<file path="config.mk">
export PLATFORM = sky130hd
export DESIGN_NAME = prog_sequencer_flat
export DESIGN_NICKNAME = d
export VERILOG_FILES = /design/src/rtl/prog_sequencer_if.sv /design/src/rtl/prog_sequencer.sv /design/src/flat_wrapper.sv
export SDC_FILE = /design/constraint.sdc
export NUM_CORES = 1
export LEC_CHECK = 0
export ABC_CLOCK_PERIOD_IN_PS = 2400
export BUFFER_PORTS_ARGS = -buffer_cell sky130_fd_sc_hd__buf_2
export CAP_MARGIN = 20
export CORE_UTILIZATION = 53
export DETAILED_ROUTE_END_ITERATION = 16
export GPL_TIMING_DRIVEN = 0
export PLACE_DENSITY = 0.85
export SLEW_MARGIN = 15
export SYNTH_ARGS = -nofsm -noshare
export SYNTH_HDL_FRONTEND = slang
export SYNTH_SLANG_ARGS = --single-unit
</file>
<file path="constraint.sdc">
create_clock -name clk -period 2.4 [get_ports clk]
set_input_delay 0.12 -clock clk [delete_from_list [all_inputs] [get_ports clk]]
set_output_delay 0.12 -clock clk [all_outputs]
set_load 0.05 [all_outputs]
</file>
<file path="src/rtl/prog_sequencer_if.sv">
// ROM fetch and datapath handshake between the program sequencer and its neighbours.
interface prog_sequencer_if #(
  parameter int unsigned ADDR_W = 5,
  parameter int unsigned DATA_W = 9
);
  logic [ADDR_W-1:0] rom_addr;
  logic [DATA_W-1:0] rom_q;
  logic [DATA_W-1:0] dp_din;
  logic              dp_run;
  logic              dp_take;
  logic              dp_done;

  modport master (
    output rom_addr,
    output dp_din,
    output dp_run,
    input  rom_q,
    input  dp_take,
    input  dp_done
  );

  modport slave (
    input  rom_addr,
    input  dp_din,
    input  dp_run,
    output rom_q,
    output dp_take,
    output dp_done
  );
endinterface

</file>
<file path="src/rtl/prog_sequencer.sv">
// Program sequencer: fetches ROM words, presents them to the datapath and
// issues one run pulse per instruction, advancing on take and retiring on done.
module prog_sequencer #(
  parameter int unsigned ADDR_W    = 5,
  parameter int unsigned DATA_W    = 9,
  parameter int unsigned ROM_LAT   = 1,
  parameter int unsigned LAST_ADDR = 31,
  parameter bit          WRAP      = 1'b0
) (
  input  logic             clk,
  input  logic             rst,
  input  logic             start,
  input  logic             stop,
  prog_sequencer_if.master bus,
  output logic             busy,
  output logic             halted,
  output logic             err,
  output logic [2:0]       state,
  output logic [7:0]       icount
);
  localparam int unsigned LAT_W = 2;
  localparam int unsigned CNT_W = 8;

  typedef enum logic [2:0] {
    IDLE   = 3'd0,
    FETCH  = 3'd1,
    ISSUE  = 3'd2,
    EXEC   = 3'd3,
    REFILL = 3'd4,
    HALTED = 3'd5
  } st_t;

  st_t               st;
  logic [ADDR_W-1:0] pc;
  logic [LAT_W-1:0]  lat_cnt;
  logic              din_valid;
  logic              stop_l;
  logic              end_f;
  logic              done_pend;

  logic lat_last;
  logic pc_last;
  logic take_ok;
  logic end_now;
  logic halt_req;

  assign lat_last = (lat_cnt == LAT_W'(ROM_LAT));
  assign pc_last  = (pc == ADDR_W'(LAST_ADDR));
  // A take is only legal while a held word is waiting in EXEC
  assign take_ok  = (st == EXEC) && din_valid && bus.dp_take;
  assign end_now  = end_f || (take_ok && pc_last && !WRAP);
  assign halt_req = stop_l || stop;

  assign bus.rom_addr = pc;
  assign state        = st;

  always_ff @(posedge clk or negedge rst) begin
    if (!rst) begin
      st         <= IDLE;
      pc         <= '0;
      lat_cnt    <= '0;
      din_valid  <= 1'b0;
      stop_l     <= 1'b0;
      end_f      <= 1'b0;
      done_pend  <= 1'b0;
      bus.dp_din <= '0;
      bus.dp_run <= 1'b0;
      err        <= 1'b0;
      icount     <= '0;
      busy       <= 1'b0;
      halted     <= 1'b0;
    end else begin
      bus.dp_run <= 1'b0;

      if (busy && stop) stop_l <= 1'b1;
      if (bus.dp_take && !take_ok) err <= 1'b1;
      if (bus.dp_done && ((st == EXEC) || (st == REFILL)) && (icount != '1))
        icount <= icount + CNT_W'(1);

      case (st)
        IDLE: begin
          if (start) begin
            pc        <= '0;
            stop_l    <= 1'b0;
            end_f     <= 1'b0;
            done_pend <= 1'b0;
            lat_cnt   <= '0;
            din_valid <= 1'b0;
            st        <= FETCH;
            busy      <= 1'b1;
          end
        end

        // Both wait out the ROM latency on a stable address, then capture the word
        FETCH, REFILL: begin
          if (lat_last) begin
            lat_cnt    <= '0;
            bus.dp_din <= DATA_W'(bus.rom_q);
            din_valid  <= 1'b1;
            if ((st == FETCH) || done_pend || bus.dp_done) begin
              done_pend <= 1'b0;
              if ((st == REFILL) && halt_req) begin
                st     <= HALTED;
                busy   <= 1'b0;
                halted <= 1'b1;
              end else begin
                st         <= ISSUE;
                bus.dp_run <= 1'b1;
              end
            end else begin
              st <= EXEC;
            end
          end else begin
            lat_cnt <= lat_cnt + LAT_W'(1);
            if ((st == REFILL) && bus.dp_done) done_pend <= 1'b1;
          end
        end

        ISSUE: st <= EXEC;

        EXEC: begin
          if (take_ok) begin
            din_valid <= 1'b0;
            if (!pc_last)  pc    <= pc + ADDR_W'(1);
            else if (WRAP) pc    <= '0;
            else            end_f <= 1'b1;
          end
          if (bus.dp_done) begin
            if (end_now || halt_req) begin
              st     <= HALTED;
              busy   <= 1'b0;
              halted <= 1'b1;
            end else if (take_ok) begin
              // Done arrived with the take: refill first, then issue
              st        <= REFILL;
              done_pend <= 1'b1;
            end else if (din_valid) begin
              st         <= ISSUE;
              bus.dp_run <= 1'b1;
            end
          end else if (take_ok && !end_now) begin
            st <= REFILL;
          end
        end

        HALTED: begin
          if (start) begin
            if (end_f && !WRAP) pc <= '0;
            stop_l    <= 1'b0;
            end_f     <= 1'b0;
            done_pend <= 1'b0;
            lat_cnt   <= '0;
            din_valid <= 1'b0;
            st        <= FETCH;
            busy      <= 1'b1;
            halted    <= 1'b0;
          end
        end

        default: begin
          st     <= IDLE;
          busy   <= 1'b0;
          halted <= 1'b0;
        end
      endcase
    end
  end

  // Run pulses are single-cycle, coincide with ISSUE and always carry a held word
  a_run_valid : assert property (@(posedge clk) disable iff (!rst) bus.dp_run |-> din_valid);
  a_run_issue : assert property (@(posedge clk) disable iff (!rst) bus.dp_run == (st == ISSUE));
  a_run_pulse : assert property (@(posedge clk) disable iff (!rst) bus.dp_run |=> !bus.dp_run);

endmodule
</file>
<file path="src/flat_wrapper.sv">
// flat-port wrapper written by rule: the top's interface ports become plain ports
module prog_sequencer_flat 
#(
  parameter int unsigned ADDR_W    = 5,
  parameter int unsigned DATA_W    = 9,
  parameter int unsigned ROM_LAT   = 1,
  parameter int unsigned LAST_ADDR = 31,
  parameter bit          WRAP      = 1'b0
)
  (clk, rst, start, stop, busy, halted, err, state, icount, bus_rom_addr, bus_dp_din, bus_dp_run, bus_rom_q, bus_dp_take, bus_dp_done);
  prog_sequencer_if #(.ADDR_W(ADDR_W), .DATA_W(DATA_W)) bus_i ();
  input  logic clk;
  input  logic rst;
  input  logic start;
  input  logic stop;
  output logic busy;
  output logic halted;
  output logic err;
  output logic [2:0] state;
  output logic [7:0] icount;
  output wire logic [$bits(bus_i.rom_addr)-1:0] bus_rom_addr;
  output wire logic [$bits(bus_i.dp_din)-1:0] bus_dp_din;
  output wire logic [$bits(bus_i.dp_run)-1:0] bus_dp_run;
  input wire logic [$bits(bus_i.rom_q)-1:0] bus_rom_q;
  input wire logic [$bits(bus_i.dp_take)-1:0] bus_dp_take;
  input wire logic [$bits(bus_i.dp_done)-1:0] bus_dp_done;
  assign bus_rom_addr = bus_i.rom_addr;
  assign bus_dp_din = bus_i.dp_din;
  assign bus_dp_run = bus_i.dp_run;
  assign bus_i.rom_q = bus_rom_q;
  assign bus_i.dp_take = bus_dp_take;
  assign bus_i.dp_done = bus_dp_done;
  prog_sequencer #(.ADDR_W(ADDR_W), .DATA_W(DATA_W), .ROM_LAT(ROM_LAT), .LAST_ADDR(LAST_ADDR), .WRAP(WRAP)) u_core (.clk(clk), .rst(rst), .start(start), .stop(stop), .bus(bus_i), .busy(busy), .halted(halted), .err(err), .state(state), .icount(icount));
endmodule
</file>
# Yosys cells after proc, flatten, opt, wreduce, memory -nomap -nowiden
# Cells that the tools add are included.
[classes]
n_addsub = 3
n_eq_ne = 25
mux = 57
bitwise_logic = 2
n_reduce_logical = 35
[ops]
columns = ["cell", "n"]
rows = [
  ["$mux 1", 32],
  ["$mux 3", 9],
  ["$mux 5", 5],
  ["$reduce_and 7->1", 3],
  ["$pmux 5 s3", 1],
  ["$ne 2x1->1 const B", 7],
  ["$ne 2x2->1 const B", 6],
  ["$pmux 3 s4", 1],
  ["$reduce_and 4->1", 3],
  ["$logic_and 1x1->1", 10],
  ["$add 8x1->8 const B", 1],
  ["$ne 8x8->1 const B", 1],
  ["$pmux 1 s4", 2],
  ["$eq 3x2->1 const B", 2],
  ["$eq 3x3->1 const B", 2],
  ["$logic_or 1x1->1", 6],
  ["$ne 3x3->1 const B", 2],
  ["$pmux 1 s3", 2],
  ["$reduce_and 6->1", 1],
  ["$reduce_bool 3->1", 2],
  ["$reduce_or 2->1", 3],
  ["$add 5x1->5 const B", 1],
  ["$eq 5x5->1 const B", 1],
  ["$ne 5x3->1 const B", 1],
  ["other kinds (12)", 18],
]
[word_totals]
register_bits = 35
input_bits = 15
output_inout_bits = 29
word_cells = 135

# Depth between registers and ports, before layout
[depth]
depth_word = 10
mapped_depth = 7
mapped_depth_nobuf = 7

# Worst setup path after synthesis
# OpenSTA, ideal clock, no wires.
[synth_timing]
path_type = "register to register"
start = "reg u_core.pc[0], in the netlist u_core.bus.rom_addr[0]"
end = "reg u_core.pc[0], in the netlist u_core.bus.rom_addr[0]"
setup_time_ps = 125
arrival_time_ps = 2034
required_ps = 2275
setup_slack_ps = 241
stages_incl_launch_ff = 7
n_path_buf = 0
period_less_slack_ps = 2159
path_cell_list = "dfrtp_1 -> ha_1 -> and3_1 -> ha_1 -> nand2b_1 -> a21oi_2 -> mux2_2"
[synth_via]
elab_chain_len = 4
word_cells_on_any_way = 7
classes_between = "add/sub (1); eq/ne (2); mux (3); reduce/logical (1)"
[synth_rtl]
columns = ["element", "line", "rtl"]
rows = [
  ["start: declaration", "prog_sequencer.sv:34", "logic [ADDR_W-1:0] pc;"],
  ["start signal: assignment", "prog_sequencer.sv:124", "if (!pc_last) pc <= pc + ADDR_W'(1);"],
  ["$add 5x1->5", "prog_sequencer.sv:124", ""],
  ["$mux 5", "prog_sequencer.sv:124", ""],
  ["$mux 5", "prog_sequencer.sv:122", "if (take_ok) begin"],
  ["$pmux 5 s3", "prog_sequencer.sv:80", "case (st)"],
]
# Parallel ways exist; a longest one is shown, timed or not. The select of a mux whose other input is x is not followed.
# A chain may end at the register's enable or synchronous reset.

# Final worst setup path
# Ends and elaborated chain as after synthesis.

==> impl_summary.log <==
INFO  metric outcome = complete, no violations
INFO  metric total_length_of_routed_wires = around 4300 um
INFO  metric synth-seq-area-share = 0.456
INFO  metric num_rows = 21
INFO  metric timing_worst_slew_pin_value = 0.776 ns
INFO  metric ys_dominant_reg_cell = sky130_fd_sc_hd__dfrtp_1
INFO  metric dp_hpwl = between 2000 and 3000 um
INFO  metric min_delay_path_depth = 2
INFO  metric ctsLongestPathBuffers = 2
INFO  metric fin_worst_skew = about 0.0095 ns
INFO  metric cts_sinks = 35
INFO  metric grt.overflow.total = 0
INFO  metric port_buffers = 42
INFO  metric postSynthRegisterBits = 35
INFO  metric fin_crit_sh = 0.873
INFO  metric antenna_found_initial = 0
INFO  metric internal-power = between 1.5 and 2 mW
INFO  metric setup_repair_after_global_routing_missed_its_margin = false
INFO  metric power.share.combinational = 0.599
INFO  metric worstHoldPathType = in -> reg
INFO  metric stdcell_area = around 2300 um^2
INFO  metric power_per_cell_area = 1380 nW/um^2
INFO  metric net_count_final = ~270
INFO  metric routed_via_count = roughly 1700
INFO  metric drt_drc_violations_left = 0
INFO  metric dp_cells = between 200 and 300
INFO  metric r2r_cells = 6
INFO  metric critical_path_data_required_time = roughly 2.6 ns
INFO  metric worst_hold_startpoint = bus_dp_take
INFO  metric grt_max_degree = 36
INFO  metric yosys.area.top_type = sky130_fd_sc_hd__dfrtp_1
INFO  metric relative_contribution_of_the_clock_network_to_total_power = 0.104
INFO  metric routability_cong = around 1
INFO  metric die-area = 3870 um^2
INFO  metric fmaxAchievable = approximately 0.48 GHz
INFO  metric synthTopCellsByArea = sky130_fd_sc_hd__dfrtp_1 (46%), sky130_fd_sc_hd__mux2_2 (6.5%), sky130_fd_sc_hd__xor2_1 (3.7%)
INFO  metric grt_use_total = 0.230
INFO  metric vias_per_cell = roughly 5.7
INFO  metric die_h = ~62 um
INFO  metric place_area = between 2000 and 2500 um^2
INFO  metric kind_of_end_point_of_the_critical_path = flop
INFO  metric number_of_enable_type_register_cells_in_the_synthesized_netlist = 0
INFO  metric cp_data_arrival_time = 2.34 ns
INFO  metric worst_min_delay_path_endpoint = u_core.err
INFO  metric leakage = 1.11 nW
INFO  metric cts.htree.levels = 2
INFO  metric post_synth_net_total = around 210
INFO  metric critical_path.reg2reg.endpoint = u_core.bus.rom_addr[0]
INFO  metric crit_path_frequent_cell = sky130_fd_sc_hd__ha_1
INFO  metric dieWidth = 62.2 um
INFO  metric vdd_ir_drop_max = 585 uV
INFO  metric tritoncts = yes
INFO  metric final_hold_viol_count = 0
INFO  metric critPathKind = reg -> reg
INFO  metric root_buffer = sky130_fd_sc_hd__clkbuf_4
INFO  metric wire_length_of_the_first_global_routing_pass = a little over 7000 um
INFO  metric post_route_cells_drive_above_1_share = 0.287
INFO  metric antenna_cells_inserted = 0
INFO  metric floorplan.io_pins = 44
INFO  metric detail_route.iter0.violations = between 80 and 90
INFO  metric setup_viol = 0
INFO  metric fin_cells = 297
INFO  metric num-fill-cells = ~270
INFO  metric synth_top_area_frac = 0.456
INFO  metric first_global_vias = approximately 1500
INFO  metric dp_slack = ~0.33 ns
INFO  metric placeableCoreArea = 3420 um^2
INFO  metric worst_slew_margin_relative_to_its_limit = 0.483
INFO  metric net-switching-power = around 1.7 mW
INFO  metric fraction_of_power_consumed_by_sequential_logic = 0.297
INFO  metric startpoint_type = flop
INFO  metric floorplan.initialDensity = 0.562
INFO  metric timing.final.crit_period = ~2.1 ns
INFO  metric critical_path.reg2reg.startpoint = u_core.bus.rom_addr[0]
INFO  metric power = around 3.2 mW
INFO  metric antenna_left = 0
INFO  metric synthesis.area_per_instance = 10.0 um^2
INFO  metric synthesis.area = between 1500 and 2000 um^2
INFO  metric cts.reportedPaths.clkPinSlew = 0.12 ns
INFO  metric netlist_instances = about 190
INFO  metric drtPass1Iterations = 7
INFO  metric p_sw_frac = 0.521
INFO  metric worst_path_max_fanout = 5
INFO  metric final.setup.tns = 0 ns
INFO  metric r2r_setup_slack = between 0.3 and 0.4 ns
INFO  metric clk_latency = between 0.3 and 0.4 ns
INFO  metric cpMaxStageDelayCell = sky130_fd_sc_hd__dfrtp_1
INFO  metric yosysWarnings = 0
INFO  metric drv_slew = 0
INFO  metric delay_of_the_slowest_critical_path_stage = between 0.4 and 0.5 ns
INFO  metric cts_inserted_buffers = 5
INFO  metric asyncSetResetFlopFracSynth = 1.00
INFO  metric wl_per_cell = ~15 um
INFO  metric worst_slack = slightly above 0.3 ns
INFO  metric post_synth_num_cell_types = 53
INFO  metric max_cap_violations = 0
INFO  metric syn_to_final_growth = 22.2%
INFO  metric chain_of_cells_forming_the_critical_path = ha_1, and3_1, ha_1, nand2b_1, a21oi_2, mux2_2
==> area by class of cell <==
class / count / area [um^2] / area share
Multi-Input combinational cell: 141 / 967 / 0.412
Sequential cell: 35 / 876 / 0.374
Timing Repair Buffer: 52 / 310 / 0.132
Tap cell: 46 / 57.6 / 0.0245
Buffer: 8 / 50.0 / 0.0213
Clock buffer: 5 / 37.5 / 0.0160
Inverter: 7 / 26.3 / 0.0112
Clock inverter: 3 / 20.0 / 0.00854
==> worst max-delay path: cells and delay by family (launching register included) <==
| kind | cells | cell delay, ns |
|---|---|---|
| adder cells (fa/ha/maj) | 2 | 0.47 |
| flip-flops | 1 | 0.44 |
| AND/OR/NAND/NOR | 2 | 0.41 |
| multiplexers | 1 | 0.37 |
| AO/OA/AOI/OAI | 1 | 0.30 |
==> metal layers <==
metal  part of all wire  wire (um)  vias to the layer above  GRT usage
met4              0.011         46                        0     0.0698
met2               0.47       2040                       84      0.356
met5                  0          0                        -          0
li1                   -          -                      815          -
met1               0.45       1960                      783      0.317
met3              0.065        283                        8     0.0570
==> worst max-delay path by stage <==
stage                            from                endpoint  slack (ns)  depth (start not counted)
2_1_floorplan  u_core.bus.rom_addr[0]  u_core.bus.rom_addr[0]        0.24                          6
3_3_place_gp   u_core.bus.rom_addr[0]  u_core.bus.rom_addr[0]        0.36                          6
3_5_place_dp   u_core.bus.rom_addr[0]  u_core.bus.rom_addr[0]        0.33                          6
4_1_cts        u_core.bus.rom_addr[0]  u_core.bus.rom_addr[0]        0.31                          6
5_1_grt        u_core.bus.rom_addr[0]  u_core.bus.rom_addr[0]        0.21                          6
6_report       u_core.bus.rom_addr[0]  u_core.bus.rom_addr[0]        0.31                          6
==> what timing repair did <==
action	in CTS	in global routing
endpoints found under the setup margin	0	0
hold endpoints to repair	38	6
buffers inserted	0	0
gates resized for setup	0	0
hold buffers	4	6
==> kinds of logic after synthesis <==
kind of cell             count (synthesis)  share of synthesized area
AO/OA/AOI/OAI                           44                      0.167
XOR/XNOR                                 9                     0.0411
adder cells (fa/ha/maj)                  3                     0.0196
buffers and inverters                   15                     0.0398
flip-flops                              35                      0.456
multiplexers                            13                     0.0750
AND/OR/NAND/NOR                         72                      0.201
==> power by group through the flow <==
stage | sequential [mW] | clock [mW] | combinational [mW]
after floorplan | 1.52 | 0 | 0.928
after global placement | 0.957 | 0 | 1.87
after detailed placement | 0.965 | 0 | 1.89
after CTS | 0.953 | 0.334 | 1.90
after global routing | 0.988 | 0.366 | 2.05
final | 0.958 | 0.334 | 1.93
==> placed cells by master, fill, tap and decap left out, types with 5 or more instances in the layout <==
cell                            netlist  layout
sky130_fd_sc_hd__mux2_2              11      11
sky130_fd_sc_hd__clkbuf_4             1       6
sky130_fd_sc_hd__nand2b_1             6       6
sky130_fd_sc_hd__a21oi_1              8       8
sky130_fd_sc_hd__o31ai_1              5       5
sky130_fd_sc_hd__o21ai_0              6       6
sky130_fd_sc_hd__inv_1                7       7
sky130_fd_sc_hd__dfrtp_1             35      35
sky130_fd_sc_hd__nor2_1              12      12
sky130_fd_sc_hd__buf_2                1      43
sky130_fd_sc_hd__nand2_1             13      13
sky130_fd_sc_hd__xor2_1               8       8
sky130_fd_sc_hd__nand3_1             12      12
sky130_fd_sc_hd__dlygate4sd3_1        0      10
sky130_fd_sc_hd__nor3_1               5       5
==> Yosys cell counts, types with 2 or more instances <==
cell type / count
sky130_fd_sc_hd__a21o_1: 2
sky130_fd_sc_hd__clkbuf_1: 2
sky130_fd_sc_hd__o211ai_1: 2
sky130_fd_sc_hd__buf_4: 2
sky130_fd_sc_hd__o21ai_0: 6
sky130_fd_sc_hd__mux2_2: 11
sky130_fd_sc_hd__ha_1: 3
sky130_fd_sc_hd__nand2_1: 13
sky130_fd_sc_hd__nor3_1: 5
sky130_fd_sc_hd__a21oi_1: 8
sky130_fd_sc_hd__nand3_1: 12
sky130_fd_sc_hd__dfrtp_1: 35
sky130_fd_sc_hd__nand2b_1: 6
sky130_fd_sc_hd__o22ai_1: 2
sky130_fd_sc_hd__or3b_2: 2
sky130_fd_sc_hd__mux2i_1: 2
sky130_fd_sc_hd__o31ai_1: 5
sky130_fd_sc_hd__nor2b_1: 4
sky130_fd_sc_hd__nor2_1: 12
sky130_fd_sc_hd__nor3b_1: 4
sky130_fd_sc_hd__inv_1: 7
sky130_fd_sc_hd__and3_1: 2
sky130_fd_sc_hd__xor2_1: 8
sky130_fd_sc_hd__a31oi_1: 2
sky130_fd_sc_hd__a22o_1: 3
sky130_fd_sc_hd__o211a_1: 2
sky130_fd_sc_hd__nor4_1: 3
==> through the flow <==
| step | utilization | hold WS, ns |
|---|---|---|
| after detailed placement | 0.640 | 0.245 |
| after CTS | 0.669 | 0.000774 |
| after global routing | 0.686 | 0.0640 |
| final | 0.686 | 0.0596 |
| after floorplan | - | -0.176 |
| after global placement | 0.640 | 0.237 |
==> registers in the layout (all words and copies together), names as in the netlist <==
register,count
u_core.bus.dp_din,9
u_core.bus.dp_run,1
u_core.bus.rom_addr,5
u_core.busy,1
u_core.din_valid,1
u_core.done_pend,1
u_core.end_f,1
u_core.err,1
u_core.halted,1
u_core.icount,8
u_core.lat_cnt,2
u_core.state,3
u_core.stop_l,1
Note: power is estimated with default switching activity, not from simulation.
